**src/rtl/sram_wr_arb_pkg.sv**
```systemverilog
// Shared types and helpers for the SRAM write arbiter / front-end controller.
// The request struct is sized for the widest supported configuration.
package sram_wr_arb_pkg;

   typedef enum logic {
      INIT = 1'b0,
      RUN  = 1'b1
   } state_t;

   localparam int MAX_ADDR_W = 16;
   localparam int MAX_DATA_W = 64;

   typedef struct packed {
      logic [MAX_ADDR_W-1:0] addr;
      logic [MAX_DATA_W-1:0] data;
   } wr_req_t;

   function automatic int addr_w(input int n);
      return (n > 1) ? $clog2(n) : 1;
   endfunction

endpackage

```
**src/rtl/rr_arb.sv**
```systemverilog
// Round-robin arbiter: one-hot grant to the first request at or after the
// pointer (with wrap); the pointer moves just past the winner on each grant.
module rr_arb #(
   parameter  int NUM   = 4,
   localparam int PTR_W = (NUM > 1) ? $clog2(NUM) : 1
) (
   input  logic           clk,
   input  logic           rst,
   input  logic           en,
   input  logic [NUM-1:0] req,
   output logic [NUM-1:0] gnt
);

   logic [PTR_W-1:0] ptr_reg;
   logic [PTR_W-1:0] ptr_next;
   logic [PTR_W-1:0] win;
   logic [PTR_W-1:0] idx;
   logic             hit;
   int               cand;

   always_comb begin
      gnt  = '0;
      hit  = 1'b0;
      win  = '0;
      idx  = '0;
      cand = 0;
      for (int k = 0; k < NUM; k++) begin
         cand = int'(ptr_reg) + k;
         if (cand >= NUM) begin
            cand = cand - NUM;
         end
         idx = PTR_W'(cand);
         if (en && !hit && req[idx]) begin
            hit = 1'b1;
            win = idx;
         end
      end
      if (hit) begin
         gnt[win] = 1'b1;
      end
   end

   // Every grant is a handshake because grants only go to valid requesters.
   always_comb begin
      ptr_next = ptr_reg;
      if (hit) begin
         ptr_next = (win == PTR_W'(NUM - 1)) ? '0 : win + 1'b1;
      end
   end

   always_ff @(posedge clk or posedge rst) begin
      if (rst) begin
         ptr_reg <= '0;
      end else begin
         ptr_reg <= ptr_next;
      end
   end

endmodule

```
**src/rtl/sram_wr_arb.sv**
```systemverilog
// Front-end for a single-write-port SRAM: zero-fills the array after reset,
// round-robins NUM_WR writers onto the write port, forwards colliding writes.
module sram_wr_arb
   import sram_wr_arb_pkg::*;
#(
   parameter  int NUM_WR = 4,
   parameter  int NUM_R  = 1,
   parameter  int W      = 32,
   parameter  int N      = 8,
   localparam int ADDR_W = addr_w(N)
) (
   input  logic                     clk,
   input  logic                     rst,
   input  logic [NUM_WR-1:0]        wr_vld,
   input  logic [NUM_WR*ADDR_W-1:0] wr_addr,
   input  logic [NUM_WR*W-1:0]      wr_data,
   output logic [NUM_WR-1:0]        wr_rdy,
   input  logic [NUM_R-1:0]         rd_en,
   input  logic [NUM_R*ADDR_W-1:0]  rd_addr,
   output logic [NUM_R-1:0]         rd_vld,
   output logic [NUM_R*W-1:0]       rd_data,
   output logic                     init_done,
   output logic                     sram_wen,
   output logic [ADDR_W-1:0]        sram_waddr,
   output logic [W-1:0]             sram_wdata,
   output logic [NUM_R-1:0]         sram_ren,
   output logic [NUM_R*ADDR_W-1:0]  sram_raddr,
   input  logic [NUM_R*W-1:0]       sram_rdata
);

   state_t              state_reg;
   state_t              state_next;
   logic [ADDR_W-1:0]   init_cnt_reg;
   logic [ADDR_W-1:0]   init_cnt_next;
   logic                arb_en;
   logic [NUM_WR-1:0]   gnt;
   wr_req_t             sel_req;
   logic                unused_req_bits;

   logic                sram_wen_reg;
   logic                sram_wen_next;
   logic [ADDR_W-1:0]   sram_waddr_reg;
   logic [ADDR_W-1:0]   sram_waddr_next;
   logic [W-1:0]        sram_wdata_reg;
   logic [W-1:0]        sram_wdata_next;

   always_ff @(posedge clk or posedge rst) begin
      if (rst) begin
         state_reg    <= INIT;
         init_cnt_reg <= '0;
      end else begin
         state_reg    <= state_next;
         init_cnt_reg <= init_cnt_next;
      end
   end

   always_comb begin
      state_next    = state_reg;
      init_cnt_next = init_cnt_reg;
      case (state_reg)
         INIT: begin
            init_cnt_next = init_cnt_reg + 1'b1;
            if (init_cnt_reg == ADDR_W'(N - 1)) begin
               state_next    = RUN;
               init_cnt_next = '0;
            end
         end
         RUN: begin
            state_next = RUN;
         end
         default: begin
            state_next = INIT;
         end
      endcase
   end

   always_comb begin
      init_done = (state_reg == RUN);
      arb_en    = (state_reg == RUN);
   end

   rr_arb #(
      .NUM (NUM_WR)
   ) u_rr_arb (
      .clk (clk),
      .rst (rst),
      .en  (arb_en),
      .req (wr_vld),
      .gnt (gnt)
   );

   assign wr_rdy = gnt;

   always_comb begin
      sel_req = '0;
      for (int i = 0; i < NUM_WR; i++) begin
         if (gnt[i]) begin
            sel_req.addr = MAX_ADDR_W'(wr_addr[i*ADDR_W +: ADDR_W]);
            sel_req.data = MAX_DATA_W'(wr_data[i*W +: W]);
         end
      end
   end

   // Struct bits above ADDR_W / W are zero padding for narrow configurations.
   assign unused_req_bits = ^sel_req;

   always_comb begin
      sram_wen_next   = 1'b0;
      sram_waddr_next = sram_waddr_reg;
      sram_wdata_next = sram_wdata_reg;
      if (state_reg == INIT) begin
         sram_wen_next   = 1'b1;
         sram_waddr_next = init_cnt_reg;
         sram_wdata_next = '0;
      end else if (|gnt) begin
         sram_wen_next   = 1'b1;
         sram_waddr_next = sel_req.addr[ADDR_W-1:0];
         sram_wdata_next = sel_req.data[W-1:0];
      end
   end

   always_ff @(posedge clk or posedge rst) begin
      if (rst) begin
         sram_wen_reg   <= 1'b0;
         sram_waddr_reg <= '0;
         sram_wdata_reg <= '0;
      end else begin
         sram_wen_reg   <= sram_wen_next;
         sram_waddr_reg <= sram_waddr_next;
         sram_wdata_reg <= sram_wdata_next;
      end
   end

   assign sram_wen   = sram_wen_reg;
   assign sram_waddr = sram_waddr_reg;
   assign sram_wdata = sram_wdata_reg;
   assign sram_raddr = rd_addr;

   // A read that meets the write currently at the SRAM would see stale array
   // data one cycle later, so capture the write data and substitute it.
   generate
      for (genvar gi = 0; gi < NUM_R; gi++) begin : g_rd
         logic         rd_vld_reg;
         logic         fwd_reg;
         logic [W-1:0] fwd_data_reg;
         logic         collide;

         assign sram_ren[gi] = rd_en[gi] & init_done;
         assign collide      = sram_ren[gi] && sram_wen_reg &&
                               (rd_addr[gi*ADDR_W +: ADDR_W] == sram_waddr_reg);

         always_ff @(posedge clk or posedge rst) begin
            if (rst) begin
               rd_vld_reg   <= 1'b0;
               fwd_reg      <= 1'b0;
               fwd_data_reg <= '0;
            end else begin
               rd_vld_reg   <= sram_ren[gi];
               fwd_reg      <= collide;
               fwd_data_reg <= sram_wdata_reg;
            end
         end

         assign rd_vld[gi]           = rd_vld_reg;
         assign rd_data[gi*W +: W]   = fwd_reg ? fwd_data_reg : sram_rdata[gi*W +: W];
      end
   endgenerate

endmodule

```
**config.mk**
```make
export PLATFORM = sky130hd
export DESIGN_NAME = sram_wr_arb
export DESIGN_NICKNAME = d
export VERILOG_FILES = /design/src/rtl/sram_wr_arb_pkg.sv /design/src/rtl/rr_arb.sv /design/src/rtl/sram_wr_arb.sv
export SDC_FILE = /design/constraint.sdc
export NUM_CORES = 1
export LEC_CHECK = 0
export CAP_MARGIN = 20
export CORE_ASPECT_RATIO = 0.6
export CORE_MARGIN = 2
export CORE_UTILIZATION = 40
export CTS_CLUSTER_SIZE = 20
export DETAILED_ROUTE_END_ITERATION = 8
export PLACE_DENSITY_LB_ADDON = 0.05
export SYNTH_ARGS = -nofsm -noshare
export SYNTH_HDL_FRONTEND = slang
export SYNTH_SLANG_ARGS = --single-unit
```
**constraint.sdc**
```tcl
create_clock -name clk -period 6.7 [get_ports clk]
set_input_delay 0.67 -clock clk [delete_from_list [all_inputs] [get_ports clk]]
set_output_delay 0.67 -clock clk [all_outputs]
set_load 0.02 [all_outputs]
```
# Word-level counts from Yosys, hierarchy flattened
# Index checks and enable logic that the tools add are counted.
# totals
reg_bits	76
in_bits	182
out_inout_bits	78
wordCells	86
# classes
n_addsub	9
order_cmp	10
n_eq_ne	4
mux	38
bitwise	2
n_reduce_logical	14
# op_table
op	n
$mux 67	4
$mux 32	3
$mux 2	9
$lt 2x3->1 const B	5
$mux 1	12
$logic_and 1x1->1	10
$ge 3x3->1 const B	3
$mux 3	3
$bmux 1 s2	4
$sub 2x1->2 const B	4
$add 2x2->3 const B	2
$mux 4	1
$reduce_or 4->1	1
$add 2x1->3 const B	1
$add 3x1->3 const B	1
$eq 3x3->1	1
$eq 3x3->1 const B	1
$ge 2x3->1 const B	1
$logic_not 1->1	3
$add 2x1->2 const B	1
$demux 1 s2	1
$eq 2x2->1 const B	1
$ge 2x1->1 const B	1
$ne 2x1->1 const B	1
3 further kinds	3

# Logic depth before layout (Yosys ltp)
# Gate-level depths: netlist of the first run.
# logic_depth
depth_word	29
ltp_mapped	12
depth_no_buf	9

# Hierarchy
# Synthesis of the first run repeated with hierarchy kept, for this count alone.
# unflattened
hier_cells	460
hier_area_um2	4237.8
# modules_own_cells
module	n_inst	cells_per_inst	area_each_um2	seq_area_each_um2
sram_wr_arb	1	407	3806.2	1851.8
rr_arb	1	53	431.7	50.0

# Worst setup path before layout of the first run
# Ideal clock, no wire load.
# synth_path
path_kind	input to output
from	input port wr_vld[1]
to	output port wr_rdy[1]
t_arrival_ns	2.385
required_ns	6.030
setup_slack_ns	3.645
path_stages	8
path_buffers	3
path_cell_list	buf_4 > nor3b_1 > a21oi_1 > o311ai_0 > ha_1 > buf_2 > clkbuf_1 > and2_4
# synth_via
elab_chain_cells	21
elab_cells_between_ends	32
classes_between	2 x order compare; 19 x mux; 11 x reduce/logical
# synth_lines
element	line	source
from (decl)	sram_wr_arb.sv:14	input logic [NUM_WR-1:0] wr_vld,
$bmux 1 s2	rr_arb.sv:33	if (en && !hit && req[idx]) begin
$mux 1 (not written as such)	rr_arb.sv:33	
$logic_and 1x1->1	rr_arb.sv:33	
$mux 1	rr_arb.sv:33	
$logic_not 1->1	rr_arb.sv:33	
$logic_and 1x1->1 (2 in series)	rr_arb.sv:33	
$mux 1	rr_arb.sv:33	
$logic_not 1->1	rr_arb.sv:33	
[3 not listed]	--	
$logic_not 1->1	rr_arb.sv:33	
$logic_and 1x1->1 (2 in series)	rr_arb.sv:33	
$mux 2	rr_arb.sv:33	
$lt 2x3->1 (not written as such) / $ge 2x1->1 (equally long branches)	rr_arb.sv:39	gnt[win] = 1'b1;
$logic_and 1x1->1 (not written as such)	rr_arb.sv:39	
$mux 1 (not written as such)	rr_arb.sv:39	
$demux 1 s2	--	
$mux 4 (*)	rr_arb.sv:38	if (hit) begin
to (decl)	sram_wr_arb.sv:17	output logic [NUM_WR-1:0] wr_rdy,
# Mark *: on every way between the ends. The rest lies on a longest branch, timed or not. The select of a mux whose other input is x is not followed.

# Worst setup path in the final report of the first run
# Same ends and word-level chain as after synthesis.

==> impl_results.html, run 1 <==
<table>
<tr><th>Metric</th><th>Value</th></tr>
<tr><th colspan="2">Yosys</th></tr>
<tr><td>Most used standard cells in the synthesized netlist</td><td>sky130_fd_sc_hd__dfrtp_1 (76), sky130_fd_sc_hd__a21oi_1 (62), sky130_fd_sc_hd__mux2_2 (29), sky130_fd_sc_hd__inv_1 (26), sky130_fd_sc_hd__nand2_1 (26)</td></tr>
<tr><td>Dominant combinational cell family by area after synthesis</td><td>compound AO/OA/AOI/OAI gates</td></tr>
<tr><td>Seq/Total Area, Yosys</td><td>0.444</td></tr>
<tr><td>Adder-cell share of the synthesized area</td><td>0.0175</td></tr>
<tr><td>Library cell with the highest instance count after synthesis</td><td>sky130_fd_sc_hd__dfrtp_1</td></tr>
<tr><td>Synthesized flop and latch total</td><td>76</td></tr>
<tr><td>Mux contribution to synthesized area</td><td>0.0894</td></tr>
<tr><td>Post-synth EDFFs</td><td>0</td></tr>
<tr><td>Number of nets in the synthesized netlist</td><td>627</td></tr>
<tr><td>Prevailing post-synth register cell</td><td>sky130_fd_sc_hd__dfrtp_1</td></tr>
<tr><td>Xor/xnor cell area share of the yosys netlist</td><td>0.00614</td></tr>
<tr><td>Number of standard cells after synthesis</td><td>about 440</td></tr>
<tr><td>Cell type with the highest aggregate area in the netlist</td><td>sky130_fd_sc_hd__dfrtp_1</td></tr>
<tr><td>Netlist area before placement</td><td>0.00428 mm^2</td></tr>
<tr><td>Top post-synthesis cells by area</td><td>sky130_fd_sc_hd__dfrtp_1 (44%), sky130_fd_sc_hd__mux2_2 (7.6%), sky130_fd_sc_hd__a21oi_1 (7.2%)</td></tr>
<tr><td>Complex-gate fraction of the synthesized area</td><td>0.287</td></tr>
<tr><td>Area share of the largest cell type after synthesis</td><td>0.444</td></tr>
<tr><td>Async S/R FF share, synth</td><td>1.00</td></tr>
<tr><td>Per-instance average area after synthesis</td><td>9.75 um^2</td></tr>
<tr><td>Simple-Gate Fraction of Synth Area</td><td>0.0695</td></tr>
<tr><td>Total number of yosys warnings</td><td>0</td></tr>
<tr><td>Unique cell type count in the Yosys netlist</td><td>42</td></tr>
<tr><th colspan="2">Final layout</th></tr>
<tr><td>Layout cell share with drive strength beyond 1</td><td>0.116</td></tr>
<tr><td>Area growth from synthesis to layout</td><td>67.7%</td></tr>
<tr><td>Count of filler cells inserted in the layout</td><td>813</td></tr>
<tr><td>Number of standard cells in the layout, taps in and fillers out</td><td>approximately 810</td></tr>
<tr><td>Core Util, Final</td><td>0.685</td></tr>
<tr><td>Finished Cell Area</td><td>0.00718 mm^2</td></tr>
<tr><td>Number of antenna diodes</td><td>0</td></tr>
<tr><td>Nets@finish</td><td>855</td></tr>
<tr><th colspan="2">Clock tree</th></tr>
<tr><td>TritonCTS clock tree</td><td>yes</td></tr>
<tr><td>Number of buffers added to fix hold violations after cts</td><td>0</td></tr>
<tr><td>Max clock buf depth</td><td>2</td></tr>
<tr><td>Clock Sinks</td><td>76</td></tr>
<tr><td>Postcts setup bufs</td><td>0</td></tr>
<tr><td>H-tree depth</td><td>3</td></tr>
<tr><td>Inserted Clock Buffers</td><td>9</td></tr>
<tr><td>Clk_lat worst skew</td><td>~0.33 ns</td></tr>
<tr><td>Post-CTS resize count</td><td>0</td></tr>
<tr><td>Register clock-pin slew on the reported worst setup and hold paths</td><td>0.06 ns</td></tr>
<tr><td>Root buffer cell</td><td>sky130_fd_sc_hd__clkbuf_16</td></tr>
<tr><th colspan="2">Timing</th></tr>
<tr><td>Actual transition at the worst max-transition pin</td><td>~1.1 ns</td></tr>
<tr><td>Max-slew violations</td><td>0</td></tr>
<tr><td>Setup_tns</td><td>0 ns</td></tr>
<tr><td>Final setup violation count</td><td>0</td></tr>
<tr><td>Fraction of the cycle the final worst path needs</td><td>0.733</td></tr>
<tr><td>Final hold violation count</td><td>0</td></tr>
<tr><td>Final critical-path required period</td><td>4.91 ns</td></tr>
<tr><td>Highest Clock Rate</td><td>0.204 GHz</td></tr>
<tr><td>Final worst-path setup slack</td><td>1.79 ns</td></tr>
<tr><td>RSZ-0062 raised after global routing</td><td>false</td></tr>
<tr><td>Layout Skew</td><td>0.00595 ns</td></tr>
<tr><td>Relative slew slack</td><td>0.296</td></tr>
<tr><th colspan="2">Die</th></tr>
<tr><td>Initial core utilization</td><td>0.408</td></tr>
<tr><td>Die H</td><td>approximately 84 um</td></tr>
<tr><td>Die extent in x</td><td>138 um</td></tr>
<tr><td>Site Rows</td><td>29</td></tr>
<tr><td>Floorplan core area</td><td>0.0105 mm^2</td></tr>
<tr><td>Count of pins on the block boundary</td><td>260</td></tr>
<tr><td>Floorplan die area</td><td>0.0116 mm^2</td></tr>
<tr><th colspan="2">Critical path</th></tr>
<tr><td>Sort of element at the end of the critical path</td><td>output pin</td></tr>
<tr><td>WP data arrival</td><td>4.24 ns</td></tr>
<tr><td>Critical path start-end classification</td><td>in -&gt; out</td></tr>
<tr><td>CP max FO</td><td>56</td></tr>
<tr><td>Type of origin of the critical path</td><td>primary input</td></tr>
<tr><td>Endpoint required time on the critical path</td><td>6.03 ns</td></tr>
<tr><th colspan="2">GRT</th></tr>
<tr><td>Largest net degree at the start of global routing</td><td>77</td></tr>
<tr><td>Aggregate global routing overflow</td><td>0</td></tr>
<tr><td>Initial antenna violation count</td><td>0</td></tr>
<tr><td>Via count of the first global-routing pass</td><td>about 4500</td></tr>
<tr><td>Wire length of the first global-routing pass</td><td>around 24000 um</td></tr>
<tr><td>Total GRT Usage</td><td>0.269</td></tr>
<tr><th colspan="2">Place</th></tr>
<tr><td>Worst slack, placed</td><td>1.83 ns</td></tr>
<tr><td>RePlAce Congestion</td><td>about 0.9</td></tr>
<tr><td>DPL Wire Length</td><td>11200 um</td></tr>
<tr><td>Dpl cell area</td><td>approximately 0.0068 mm^2</td></tr>
<tr><td>Cells after DPL</td><td>795</td></tr>
<tr><td>Count of input and output buffers</td><td>between 200 and 300</td></tr>
<tr><th colspan="2">Detailed routing</th></tr>
<tr><td>Number of violations reported at the end of detailed-routing iteration 0</td><td>341</td></tr>
<tr><td>Overall routed net length</td><td>15400 um</td></tr>
<tr><td>Final routed wire length divided by cell count</td><td>about 19 um</td></tr>
<tr><td>TritonRoute pass-1 iters</td><td>4</td></tr>
<tr><td>Number of vias after detailed routing</td><td>4423</td></tr>
<tr><td>Ratio of routed vias to standard cells</td><td>5.45</td></tr>
<tr><td>ANT nets after route</td><td>0</td></tr>
<tr><td>DRC violations left</td><td>0</td></tr>
<tr><th colspan="2">Run status</th></tr>
<tr><td>Outcome</td><td>finished clean</td></tr>
<tr><th colspan="2">Power</th></tr>
<tr><td>Highest ir drop seen on vdd</td><td>~0.00022 V</td></tr>
<tr><td>Static Leakage</td><td>2.88 nW</td></tr>
<tr><td>Power density over the cells</td><td>403 mW/mm^2</td></tr>
<tr><th colspan="2">Worst hold path</th></tr>
<tr><td>Tightest Hold Check Type</td><td>reg -&gt; reg</td></tr>
<tr><th colspan="2">Job</th></tr>
<tr><td>Maximum capacitance violations</td><td>0</td></tr>
</table>
[logic make-up after synthesis]
logic type               count (synthesis)
AO/OA/AOI/OAI                          183
XOR/XNOR                                 3
adder cells (fa/ha/maj)                  6
buffers and inverters                   76
flip-flops                              76
multiplexers                            34
AND/OR/NAND/NOR                         61
[worst paths after layout]
kind	start	to	slack [ns]	cells after the start
worst max-delay path	wr_vld[1]	wr_rdy[1]	1.79	7
worst min-delay path	sram_wdata[27]$_DFFE_PP0P_	g_rd[0].fwd_data_reg[27]$_DFF_PP0_	0.40	0
worst max register to register	u_rr_arb.ptr_reg[0]$_DFFE_PP0P_	sram_wdata[27]$_DFFE_PP0P_	3.13	8
worst min register to register	sram_wdata[27]$_DFFE_PP0P_	g_rd[0].fwd_data_reg[27]$_DFF_PP0_	0.40	0
max in group asynchronous	rst	init_done$_DFF_PP0_	5.06	3
min in group asynchronous	rst	g_rd[0].fwd_data_reg[11]$_DFF_PP0_	0.97	3
[through the flow]
step	hold slack, ns	power [mW]
6_report	0.401	2.89
5_1_grt	0.413	3.08
4_1_cts	0.407	2.91
3_5_place_dp	0.393	2.34
3_3_place_gp	0.384	2.28
2_1_floorplan	0.504	1.71
[final cells by class]
cell class,instances,area (um^2),area share
Clock buffer,10,229,0.0319
Clock inverter,6,111,0.0155
Inverter,27,103,0.0143
Multi-Input combinational cell,287,2010,0.280
Sequential cell,76,1900,0.265
Tap cell,139,174,0.0242
Timing Repair Buffer,266,2650,0.369
[metal layers]
layer / GRT usage / routed length [um]
met1: 0.360 / 6820
met2: 0.435 / 7220
met3: 0.0658 / 1190
met4: 0.0759 / 216
met5: 0 / 0
[critical path: stages]
cell                              delay, ns
sky130_fd_sc_hd__clkdlybuf4s50_1       0.70
sky130_fd_sc_hd__nor3b_1               0.37
sky130_fd_sc_hd__a21oi_1               0.15
sky130_fd_sc_hd__o311ai_0              0.47
sky130_fd_sc_hd__ha_2                  0.98
sky130_fd_sc_hd__and2_4                0.29
sky130_fd_sc_hd__clkdlybuf4s50_1       0.61
[report_power, final]
part           internal (mW)  total [mW]  switching (mW)
logic                  0.704        1.50           0.792
clock network          0.365       0.559           0.194
registers              0.678       0.838           0.160
total                   1.75        2.89            1.15
[cell usage in the layout (no fill, tap or decap), types with 3 or more instances in the layout]
master and instances:
sky130_fd_sc_hd__a21oi_2 17, sky130_fd_sc_hd__nand3_1 16, sky130_fd_sc_hd__inv_1 25, sky130_fd_sc_hd__xor2_1 3
sky130_fd_sc_hd__a22oi_1 19, sky130_fd_sc_hd__o21ai_0 22, sky130_fd_sc_hd__mux2_1 5, sky130_fd_sc_hd__a21oi_1 62
sky130_fd_sc_hd__o31ai_1 14, sky130_fd_sc_hd__nor2b_1 5, sky130_fd_sc_hd__mux2_2 29, sky130_fd_sc_hd__o22ai_1 13
sky130_fd_sc_hd__buf_4 6, sky130_fd_sc_hd__and2_4 3, sky130_fd_sc_hd__ha_1 5, sky130_fd_sc_hd__clkbuf_16 9
sky130_fd_sc_hd__dfrtp_1 75, sky130_fd_sc_hd__bufinv_16 3, sky130_fd_sc_hd__a221oi_1 16, sky130_fd_sc_hd__o221ai_1 8
sky130_fd_sc_hd__nand2_1 26, sky130_fd_sc_hd__clkdlybuf4s50_1 259
Power figures use the tool's default switching activity.
==> inputs of run 2 (changes only) <==
CORE_UTILIZATION = 34   (was 40)
clock period = 4.3 ns   (was 6.7 ns; I/O delays follow)
==> impl_results.html, run 2 (same netlist as run 1, synthesis figures left out) <==
<table>
<tr><th>Metric</th><th>Value</th></tr>
<tr><th colspan="2">Run status</th></tr>
<tr><td>Outcome</td><td>finished clean</td></tr>
<tr><th colspan="2">Place</th></tr>
<tr><td>RePlAce Congestion</td><td>0.847 (-6.4%)</td></tr>
<tr><td>Worst slack, placed</td><td>0.461 ns (-1.37 ns)</td></tr>
<tr><td>Count of input and output buffers</td><td>259 (unchanged)</td></tr>
<tr><td>DPL Wire Length</td><td>11500 um (+2.5%)</td></tr>
<tr><th colspan="2">Final layout</th></tr>
<tr><td>Most common cell after layout, fill and taps aside</td><td>sky130_fd_sc_hd__clkdlybuf4s50_1</td></tr>
<tr><td>Core Util, Final</td><td>0.596 (-0.0890)</td></tr>
<tr><td>Area growth from synthesis to layout</td><td>69.5%</td></tr>
<tr><td>Commonest cells after routing, fill and taps aside</td><td>sky130_fd_sc_hd__clkdlybuf4s50_1 (259), sky130_fd_sc_hd__dfrtp_1 (74), sky130_fd_sc_hd__a21oi_1 (62)</td></tr>
<tr><td>Nets@finish</td><td>858 (+0.35%)</td></tr>
<tr><td>Layout cell share with drive strength beyond 1</td><td>0.123 (+0.00689)</td></tr>
<tr><th colspan="2">Timing</th></tr>
<tr><td>Max-slew violations</td><td>0 (unchanged)</td></tr>
<tr><td>Highest Clock Rate</td><td>0.260 GHz</td></tr>
<tr><td>Final critical-path required period</td><td>3.84 ns</td></tr>
<tr><td>Layout Skew</td><td>0.00540 ns (-0.000549 ns)</td></tr>
<tr><td>Final worst-path setup slack</td><td>0.458 ns (-1.33 ns)</td></tr>
<tr><td>RSZ-0062 raised after global routing</td><td>false</td></tr>
<tr><td>Final setup violation count</td><td>0 (unchanged)</td></tr>
<tr><td>Fraction of the cycle the final worst path needs</td><td>0.894</td></tr>
<tr><td>Setup_tns</td><td>0 ns (unchanged)</td></tr>
<tr><td>Actual transition at the worst max-transition pin</td><td>0.853 ns (-0.203 ns)</td></tr>
<tr><td>Final hold violation count</td><td>0 (unchanged)</td></tr>
<tr><td>Relative slew slack</td><td>0.432 (+0.135)</td></tr>
<tr><th colspan="2">Clock tree</th></tr>
<tr><td>Inserted Clock Buffers</td><td>9 (unchanged)</td></tr>
<tr><td>Post-CTS resize count</td><td>0 (unchanged)</td></tr>
<tr><td>Clk_lat worst skew</td><td>0.33 ns (about the same)</td></tr>
<tr><td>Register clock-pin slew on the reported worst setup and hold paths</td><td>0.06 ns (about the same)</td></tr>
<tr><td>Max clock buf depth</td><td>2 (unchanged)</td></tr>
<tr><td>Root buffer cell</td><td>sky130_fd_sc_hd__clkbuf_16</td></tr>
<tr><td>TritonCTS clock tree</td><td>yes</td></tr>
<tr><td>Clock Sinks</td><td>76 (unchanged)</td></tr>
<tr><td>Postcts setup bufs</td><td>0 (unchanged)</td></tr>
<tr><td>H-tree depth</td><td>3 (unchanged)</td></tr>
<tr><td>Number of buffers added to fix hold violations after cts</td><td>0 (unchanged)</td></tr>
<tr><th colspan="2">Power</th></tr>
<tr><td>Power density over the cells</td><td>620 mW/mm^2 (+54%)</td></tr>
<tr><td>Static Leakage</td><td>2.89 nW (+0.53%)</td></tr>
<tr><td>Total Power Consumption</td><td>4.50 mW (+55%)</td></tr>
<tr><td>Highest ir drop seen on vdd</td><td>0.000346 V (+54%)</td></tr>
<tr><th colspan="2">Die</th></tr>
<tr><td>Floorplan die area</td><td>0.0135 mm^2 (+17%)</td></tr>
<tr><td>Count of pins on the block boundary</td><td>260 (unchanged)</td></tr>
<tr><td>Floorplan core area</td><td>0.0122 mm^2 (+16%)</td></tr>
<tr><td>Die H</td><td>90.9 um (+8.1%)</td></tr>
<tr><td>Initial core utilization</td><td>0.352 (-0.0568)</td></tr>
<tr><td>Die extent in x</td><td>149 um (+8.2%)</td></tr>
<tr><td>Site Rows</td><td>31 (+6.9%)</td></tr>
<tr><th colspan="2">Critical path</th></tr>
<tr><td>Number of buffers and inverters on the critical path</td><td>2 (unchanged)</td></tr>
<tr><td>Cell with the most instances on the worst path</td><td>sky130_fd_sc_hd__clkdlybuf4s50_1</td></tr>
<tr><td>CP max FO</td><td>16 (-71%)</td></tr>
<tr><td>Sort of element at the end of the critical path</td><td>output pin</td></tr>
<tr><td>Crit path max-delay cell type</td><td>sky130_fd_sc_hd__clkdlybuf4s50_1</td></tr>
<tr><td>Cell chain of the critical path</td><td>clkdlybuf4s50_1 -&gt; nor3b_1 -&gt; a21oi_1 -&gt; o311ai_0 -&gt; ha_2 -&gt; and2_4 -&gt; clkdlybuf4s50_1</td></tr>
<tr><td>WP data arrival</td><td>3.41 ns (-0.83 ns)</td></tr>
<tr><td>Endpoint required time on the critical path</td><td>3.87 ns (-2.16 ns)</td></tr>
<tr><td>Critical path's top delay family</td><td>buffers and inverters</td></tr>
<tr><td>Type of origin of the critical path</td><td>primary input</td></tr>
<tr><td>Critical Path Max Stage Delay</td><td>0.68 ns (-0.30 ns)</td></tr>
<tr><td>Reg-to-reg setup timing slack</td><td>1.30 ns (-1.83 ns)</td></tr>
<tr><td>Critical path start-end classification</td><td>in -&gt; out</td></tr>
<tr><th colspan="2">Detailed routing</th></tr>
<tr><td>Number of violations reported at the end of detailed-routing iteration 0</td><td>202 (-41%)</td></tr>
<tr><td>DRC violations left</td><td>0 (unchanged)</td></tr>
<tr><td>ANT nets after route</td><td>0 (unchanged)</td></tr>
<tr><td>TritonRoute pass-1 iters</td><td>4 (unchanged)</td></tr>
<tr><td>Number of vias after detailed routing</td><td>4294 (-2.9%)</td></tr>
<tr><td>Ratio of routed vias to standard cells</td><td>5.11 (-6.4%)</td></tr>
<tr><td>Final routed wire length divided by cell count</td><td>18.5 um (-3.1%)</td></tr>
<tr><td>Overall routed net length</td><td>15500 um (+0.44%)</td></tr>
<tr><th colspan="2">GRT</th></tr>
<tr><td>Wire length of the first global-routing pass</td><td>23700 um (-0.43%)</td></tr>
<tr><td>Via count of the first global-routing pass</td><td>4255 (-5.5%)</td></tr>
<tr><td>Largest net degree at the start of global routing</td><td>56 (-27%)</td></tr>
<tr><td>Aggregate global routing overflow</td><td>0 (unchanged)</td></tr>
<tr><td>Initial antenna violation count</td><td>1 (+1)</td></tr>
<tr><td>Total GRT Usage</td><td>0.228 (-0.0404)</td></tr>
<tr><th colspan="2">Worst hold path</th></tr>
<tr><td>Tightest Hold Check Type</td><td>in -&gt; async</td></tr>
<tr><th colspan="2">Job</th></tr>
<tr><td>Maximum capacitance violations</td><td>0 (unchanged)</td></tr>
</table>
run 2: final cells by class:
| type | count | area, um^2 |
|---|---|---|
| diodes | 1 | 2.50 |
| clock buffers | 11 | 253 |
| clock inverters | 5 | 83.8 |
| fillers | 1055 | 4920 |
| inverters | 27 | 103 |
| multi-input cells | 287 | 2010 |
| flip-flops and latches | 76 | 1900 |
| well taps | 165 | 206 |
| repair buffers | 269 | 2690 |
run 2: metal layers:
metal	up-vias	wire length, um	track usage
li1	2064	-	-
met1	2038	6800	0.303
met2	177	7290	0.375
met3	15	1260	0.0641
met4	0	165	0.0460
met5	-	0	0
run 2: path summary, 6_finish.rpt:
check,from,to,cells after the start
max,wr_vld[1],wr_rdy[1],7
min,rst,g_rd[0].fwd_data_reg[27]$_DFF_PP0_,2
max reg2reg,u_rr_arb.ptr_reg[0]$_DFFE_PP0P_,sram_wdata[4]$_DFFE_PP0P_,8
min reg2reg,sram_wdata[30]$_DFFE_PP0P_,g_rd[0].fwd_data_reg[30]$_DFF_PP0_,0
max in group asynchronous,rst,init_done$_DFF_PP0_,4
min in group clk,sram_wdata[30]$_DFFE_PP0P_,g_rd[0].fwd_data_reg[30]$_DFF_PP0_,0
run 2: metrics by stage:
step           cells  hold WS, ns  cell area, um^2
2_1_floorplan    439        0.504             4280
3_5_place_dp     823        0.398             6890
5_1_grt          840        0.306             7250
4_1_cts          839        0.411             7230
3_3_place_gp     822        0.386             6880
6_report         841        0.302             7260
run 2: power by group:
group,total [mW],internal (mW),switching [mW]
Combinational,2.32,1.10,1.22
Sequential,1.33,1.06,0.268
Clock,0.851,0.541,0.310
Total,4.50,2.70,1.79
==> inputs of run 3 (changes only) <==
CORE_MARGIN = 10   (was 2)
CORE_UTILIZATION = 38   (was 34)
clock period = 3.7 ns   (was 4.3 ns; I/O delays follow)
==> impl_results.html, run 3 (same netlist as run 1, synthesis figures left out) <==
<table>
<tr><th>Metric</th><th>Value</th></tr>
<tr><th colspan="2">Final layout</th></tr>
<tr><td>Nets@finish</td><td>862 (+0.47%)</td></tr>
<tr><td>Area growth from synthesis to layout</td><td>69.2%</td></tr>
<tr><td>Layout cell share with drive strength beyond 1</td><td>0.127 (+0.00369)</td></tr>
<tr><td>Finished Cell Area</td><td>0.00724 mm^2 (-0.19%)</td></tr>
<tr><td>Commonest cells after routing, fill and taps aside</td><td>sky130_fd_sc_hd__clkdlybuf4s50_1 (259), sky130_fd_sc_hd__dfrtp_1 (75), sky130_fd_sc_hd__a21oi_1 (62)</td></tr>
<tr><td>Most common cell after layout, fill and taps aside</td><td>sky130_fd_sc_hd__clkdlybuf4s50_1</td></tr>
<tr><th colspan="2">Timing</th></tr>
<tr><td>Setup_tns</td><td>0 ns (unchanged)</td></tr>
<tr><td>Max-slew violations</td><td>0 (unchanged)</td></tr>
<tr><td>Highest Clock Rate</td><td>0.295 GHz</td></tr>
<tr><td>Final critical-path required period</td><td>3.39 ns</td></tr>
<tr><td>RSZ-0062 raised after global routing</td><td>false</td></tr>
<tr><td>Actual transition at the worst max-transition pin</td><td>0.867 ns (+0.0144 ns)</td></tr>
<tr><td>Final worst hold slack</td><td>0.359 ns (+0.0575 ns)</td></tr>
<tr><td>Final hold violation count</td><td>0 (unchanged)</td></tr>
<tr><td>Fraction of the cycle the final worst path needs</td><td>0.917</td></tr>
<tr><td>Layout Skew</td><td>0.00576 ns (+0.000352 ns)</td></tr>
<tr><td>Final setup violation count</td><td>0 (unchanged)</td></tr>
<tr><td>Relative slew slack</td><td>0.422 (-0.00963)</td></tr>
<tr><th colspan="2">Critical path</th></tr>
<tr><td>Cell chain of the critical path</td><td>clkdlybuf4s50_1 -&gt; nor3b_1 -&gt; a21oi_1 -&gt; o311ai_0 -&gt; ha_2 -&gt; and2_4 -&gt; clkdlybuf4s50_1</td></tr>
<tr><td>Number of buffers and inverters on the critical path</td><td>2 (unchanged)</td></tr>
<tr><td>Cell with the most instances on the worst path</td><td>sky130_fd_sc_hd__clkdlybuf4s50_1</td></tr>
<tr><td>Beginning of the worst register-to-register path</td><td>u_rr_arb.ptr_reg[0]$_DFFE_PP0P_</td></tr>
<tr><td>Sort of element at the end of the critical path</td><td>output pin</td></tr>
<tr><td>Origin of the worst setup path</td><td>wr_vld[0]</td></tr>
<tr><td>Critical Path Max Stage Delay</td><td>0.65 ns (-0.03 ns)</td></tr>
<tr><td>CP max FO</td><td>10 (-6)</td></tr>
<tr><td>Critical path start-end classification</td><td>in -&gt; out</td></tr>
<tr><td>WP data arrival</td><td>3.02 ns (-0.39 ns)</td></tr>
<tr><td>Crit path max-delay cell type</td><td>sky130_fd_sc_hd__clkdlybuf4s50_1</td></tr>
<tr><td>Critical path's top delay family</td><td>buffers and inverters</td></tr>
<tr><td>Type of origin of the critical path</td><td>primary input</td></tr>
<tr><td>Endpoint required time on the critical path</td><td>3.33 ns (-0.54 ns)</td></tr>
<tr><td>Number of cells traversed by the worst register-to-register path</td><td>8 (unchanged)</td></tr>
<tr><td>Critical path depth in cells</td><td>7 (unchanged)</td></tr>
<tr><th colspan="2">Detailed routing</th></tr>
<tr><td>Overall routed net length</td><td>18000 um (+16%)</td></tr>
<tr><td>DRC violations left</td><td>0 (unchanged)</td></tr>
<tr><td>TritonRoute pass-1 iters</td><td>5 (+1)</td></tr>
<tr><td>Ratio of routed vias to standard cells</td><td>5.45 (+6.8%)</td></tr>
<tr><td>Number of violations reported at the end of detailed-routing iteration 0</td><td>328 (+62%)</td></tr>
<tr><td>ANT nets after route</td><td>0 (unchanged)</td></tr>
<tr><td>Final routed wire length divided by cell count</td><td>22.0 um (+19%)</td></tr>
<tr><td>Number of vias after detailed routing</td><td>4466 (+4.0%)</td></tr>
<tr><th colspan="2">GRT</th></tr>
<tr><td>Total GRT Usage</td><td>0.218 (-0.0109)</td></tr>
<tr><td>Largest net degree at the start of global routing</td><td>40 (-29%)</td></tr>
<tr><td>Initial antenna violation count</td><td>2 (+1)</td></tr>
<tr><td>Via count of the first global-routing pass</td><td>4650 (+9.3%)</td></tr>
<tr><td>Wire length of the first global-routing pass</td><td>27200 um (+15%)</td></tr>
<tr><td>Aggregate global routing overflow</td><td>0 (unchanged)</td></tr>
<tr><th colspan="2">Die</th></tr>
<tr><td>Die H</td><td>102 um (+12%)</td></tr>
<tr><td>Floorplan die area</td><td>0.0161 mm^2 (+19%)</td></tr>
<tr><td>Count of pins on the block boundary</td><td>260 (unchanged)</td></tr>
<tr><td>Initial core utilization</td><td>0.397 (+0.0458)</td></tr>
<tr><td>Die extent in x</td><td>157 um (+5.5%)</td></tr>
<tr><td>Floorplan core area</td><td>0.0108 mm^2 (-12%)</td></tr>
<tr><td>Site Rows</td><td>29 (-6.5%)</td></tr>
<tr><th colspan="2">Clock tree</th></tr>
<tr><td>H-tree depth</td><td>3 (unchanged)</td></tr>
<tr><td>Inserted Clock Buffers</td><td>9 (unchanged)</td></tr>
<tr><td>Root buffer cell</td><td>sky130_fd_sc_hd__clkbuf_16</td></tr>
<tr><td>TritonCTS clock tree</td><td>yes</td></tr>
<tr><td>Number of buffers added to fix hold violations after cts</td><td>0 (unchanged)</td></tr>
<tr><td>Clk_lat worst skew</td><td>0.34 ns (about the same)</td></tr>
<tr><td>Register clock-pin slew on the reported worst setup and hold paths</td><td>0.06 ns (about the same)</td></tr>
<tr><td>Clock Sinks</td><td>76 (unchanged)</td></tr>
<tr><td>Postcts setup bufs</td><td>0 (unchanged)</td></tr>
<tr><td>Max clock buf depth</td><td>2 (unchanged)</td></tr>
<tr><td>Post-CTS resize count</td><td>0 (unchanged)</td></tr>
<tr><th colspan="2">Power</th></tr>
<tr><td>Power density over the cells</td><td>725 mW/mm^2 (+17%)</td></tr>
<tr><td>Static Leakage</td><td>2.92 nW (+0.76%)</td></tr>
<tr><td>Highest ir drop seen on vdd</td><td>0.000445 V (+29%)</td></tr>
<tr><td>Total Power Consumption</td><td>5.25 mW (+17%)</td></tr>
<tr><th colspan="2">Job</th></tr>
<tr><td>Maximum capacitance violations</td><td>0 (unchanged)</td></tr>
<tr><th colspan="2">Place</th></tr>
<tr><td>DPL Wire Length</td><td>14200 um (+23%)</td></tr>
<tr><td>Dpl cell area</td><td>0.00692 mm^2 (+0.36%)</td></tr>
<tr><td>Count of input and output buffers</td><td>259 (unchanged)</td></tr>
<tr><td>RePlAce Congestion</td><td>0.911 (+7.6%)</td></tr>
<tr><th colspan="2">Worst hold path</th></tr>
<tr><td>Tightest Hold Check Type</td><td>in -&gt; async</td></tr>
<tr><th colspan="2">Run status</th></tr>
<tr><td>Outcome</td><td>finished clean</td></tr>
</table>
==> run 3: cell count changes in the layout (fill, tap and decap cells not counted), sizes merged <==
cell and change:
buf +4, clkbuf -2, clkinv +3, clkinvlp -2
inv +1
==> run 3: worst paths after layout <==
check                                                          end  slack (ns)
worst max register to register           sram_waddr[0]$_DFFE_PP0P_        0.80
min in group clk                g_rd[0].fwd_data_reg[18]$_DFF_PP0_        0.40
worst min-delay path            g_rd[0].fwd_data_reg[11]$_DFF_PP0_        0.36
worst min register to register  g_rd[0].fwd_data_reg[18]$_DFF_PP0_        0.40
max in group asynchronous                sram_wdata[7]$_DFFE_PP0P_        2.76
worst max-delay path                                     wr_rdy[1]        0.31
==> run 3: routing by layer <==
metal / up-vias / track usage / part of all wire
met4: 0 / 0.0515 / 0.012
met1: 2150 / 0.270 / 0.42
li1: 2084 / - / -
met2: 211 / 0.349 / 0.46
met3: 21 / 0.0889 / 0.11
met5: - / 0 / 0
==> run 3: area by class of cell <==
| class | count | area (um^2) |
|---|---|---|
| Timing Repair Buffer | 273 | 2720 |
| Clock buffer | 9 | 225 |
| Sequential cell | 76 | 1900 |
| Fill cell | 832 | 3530 |
| Multi-Input combinational cell | 287 | 2010 |
| Tap cell | 139 | 174 |
| Antenna cell | 1 | 2.50 |
| Clock inverter | 7 | 100 |
| Inverter | 27 | 103 |
==> run 3: power breakdown <==
group / switching [mW] / internal (mW)
combinational: 1.47 / 1.30
clock: 0.366 / 0.595
sequential: 0.297 / 1.23
==> run 3: per-stage QoR <==
stage | utilization | setup slack, ns | std cells
finish | 0.672 | 0.308 | 819
global route | 0.672 | 0.139 | 818
CTS | 0.672 | 0.334 | 818
detailed placement | 0.642 | 0.227 | 802
global placement | 0.640 | 0.395 | 801
floorplan | - | 1.22 | 439
==> RTL edit: new RTL, settings of run 1 <==
`sram_wdata_reg` no longer has a reset.
--- a/src/rtl/sram_wr_arb.sv
+++ b/src/rtl/sram_wr_arb.sv
@@ -123,12 +123,14 @@
       if (rst) begin
          sram_wen_reg   <= 1'b0;
          sram_waddr_reg <= '0;
-         sram_wdata_reg <= '0;
       end else begin
          sram_wen_reg   <= sram_wen_next;
          sram_waddr_reg <= sram_waddr_next;
-         sram_wdata_reg <= sram_wdata_next;
       end
+   end
+
+   always_ff @(posedge clk) begin
+      sram_wdata_reg <= sram_wdata_next;
    end
 
    assign sram_wen   = sram_wen_reg;
Formal check against the unedited RTL: differs if rst is asserted again (counterexample within 10 cycles, from zero or initial values and one cycle with rst high); with rst held inactive, the same outputs for 10 cycles.
==> RTL edit against run 1 <==
Synthesized area rose by 1.3%; synthesized cell count rose by 9.1%; cell area rose by 0.30%; sequential cell count did not move; cell count rose by 4.7%; sequential share of layout area fell by 2.3 points; worst setup slack improved by 200 ps; total power rose by 24%; routed wire length fell by 5.4%; largest cell class unchanged; highest routed layer unchanged.
==> RTL edit: results (changes against run 1) <==
* Crit path arrival time at 4040 ps (was 4240 ps)
* Via Count at 4593 (was 4423)
* Max FO, Critical Path at 69 (was 56)
* Commonest cells post-synth: a21oi_1, dfrtp_1, clkbuf_1 (was dfrtp_1, a21oi_1, mux2_2)
* Largest net degree at the start of global routing at 71 (was 77)
* Worst-path clk slew at 60 ps (about the same)
* Synth Area in Compound Gates at 26.0% (was 28.7%)
* Bufs on Longest Clock Path at 2 (unchanged)
* DR pass1 iterations at 6 (was 4)
* Share of cells above drive strength 1 at 10.3% (was 11.6%)
* Reg2reg path depth at 12 (was 8)
* First-pass GRT wire length at 23100 um (was 23800 um)
* Clock latency at the later pin of the worst-skew pair at 330 ps (about the same)
* Mux cell area share after synthesis at 10.4% (was 8.94%)
* YS warnings at 0 (unchanged)
* Initial detailed-routing violation count at 169 (was 341)
* Hold Vio Cnt, Final at 0 (unchanged)
* Measured slew at the worst slew-check pin at 726 ps (was 1060 ps)
* Slowest stage delay, CP at 650 ps (was 980 ps)
* Synth Area in XOR/XNOR at 0.606% (was 0.614%)
* Critical path's top delay family: buffers and inverters (unchanged)
* Ys async rst share at 57.9% (was 100%)
* Seq/Total Area, Yosys at 40.2% (was 44.4%)
* Post-CTS Setup Inserts at 0 (unchanged)
* HPWL after DPL at 10400 um (was 11200 um)
* Top post-synthesis cells by area: dfrtp_1, dfxtp_1, a21oi_1 (was dfrtp_1, mux2_2, a21oi_1)
* CTS root buf: clkbuf_16 (unchanged)
* Netlist cell types at 45 (was 42)
* # diodes at 0 (unchanged)
* Wire per inst at 17.2 um (was 19.0 um)
* Synth Net Count at 667 (was 627)
* Hold WC Path Type: reg2reg (unchanged)
* Internal at 2010 uW (was 1750 uW)
* Vias in the first global route at 4548 (was 4501)
* CP Buf/Inv Count at 3 (was 2)
* Slowest-stage cell, CP: clkdlybuf4s50_1 (was ha_2)
* Port Buf Inserts at 259 (unchanged)
* Nets at 893 (was 855)
* Final Skew at 10.2 ps (was 5.95 ps)
* Num CTS Buffers at 9 (unchanged)
* Placer Congestion at 0.862 (was 0.905)
* Resize count post-CTS at 0 (unchanged)
* Adder-cell area share of the yosys netlist at 1.73% (was 1.75%)
* Status: completed (unchanged)
* H-tree level count at 3 (unchanged)
* Hold depth at 0 (unchanged)
* Pleak at 0.00286 uW (was 0.00288 uW)
* Worst vdd ir at 0.437 mV (was 0.224 mV)
* GRT Util Overall at 24.7% (was 26.9%)
* Initial antenna violation count at 0 (unchanged)
==> RTL edit: cell count changes after synthesis, sizes merged, moves of 17 or more <==
cell / delta
a21oi: +22
a221oi: +17
a22oi: -18
buf: -18
clkbuf: +21
dfrtp: -32
dfxtp: +32
nand2: -17
nand3b: +32
==> RTL edit: kinds of logic (layout without fill, tap and decap cells) <==
family | Yosys count | after routing
buf+inv | 87 | 318
flops | 76 | 76
xor+xnor | 3 | 3
mux | 41 | 41
simple gates | 80 | 80
fa+ha+maj | 6 | 6
compound gates | 186 | 186
==> RTL edit: power groups by stage <==
stage	registers [uW]	clock network, uW	logic [uW]
2_1_floorplan	921	0	1490
6_report	840	451	2310
5_1_grt	868	480	2530
4_1_cts	841	460	2310
3_3_place_gp	837	0	2240
3_5_place_dp	846	0	2300
==> RTL edit: worst register-to-register path: stages, from the launching register on <==
cell	delay, ps
dfrtp_1	550
or3b_2	540
a21oi_1	300
or2_2	230
a221o_1	150
a22o_1	170
ha_2	170
buf_4	470
nor2b_1	220
a221oi_1	300
nor3_1	80
a21oi_1	150
o221ai_1	110
==> RTL edit: worst paths after layout <==
kind                                startpoint                        to  slack (ps)
setup / recovery                     wr_vld[3]                 wr_rdy[1]        1990
hold / removal                  sram_wdata[16]  g_rd[0].fwd_data_reg[16]         360
setup reg to reg           u_rr_arb.ptr_reg[0]             sram_waddr[2]        3150
hold reg to reg                 sram_wdata[16]  g_rd[0].fwd_data_reg[16]         360
max in group asynchronous                  rst                 init_done        5600
min in group asynchronous                  rst  g_rd[0].fwd_data_reg[15]         600
==> RTL edit: cell type report <==
| cell class | instances | area, um^2 |
|---|---|---|
| clock buffers | 12 | 246 |
| clock inverters | 4 | 33.8 |
| fillers | 812 | 3360 |
| inverters | 35 | 131 |
| multi-input cells | 316 | 2210 |
| flip-flops and latches | 76 | 1740 |
| well taps | 139 | 174 |
| repair buffers | 267 | 2670 |
==> RTL edit: metrics by stage <==
stage / instance area [um^2] / hold slack (ps) / power (uW) / std cells / setup WS [ps]
after CTS: 7180 / 360 / 3610 / 848 / 2010
final: 7200 / 360 / 3600 / 849 / 1990
after global routing: 7200 / 370 / 3880 / 849 / 1790
after floorplan: 4340 / 436 / 2410 / 479 / 2700
after detailed placement: 6900 / 351 / 3140 / 832 / 2020
after global placement: 6900 / 347 / 3070 / 832 / 2130
==> RTL edit: metal layers <==
metal  vias up  share of wire [%]  global-route usage (%)
li1       2207                  -                       -
met1      2163                 41                    30.1
met2       198                 49                    43.1
met3        25                8.0                    6.62
met4         0                2.1                    7.79
met5         -                  0                       0
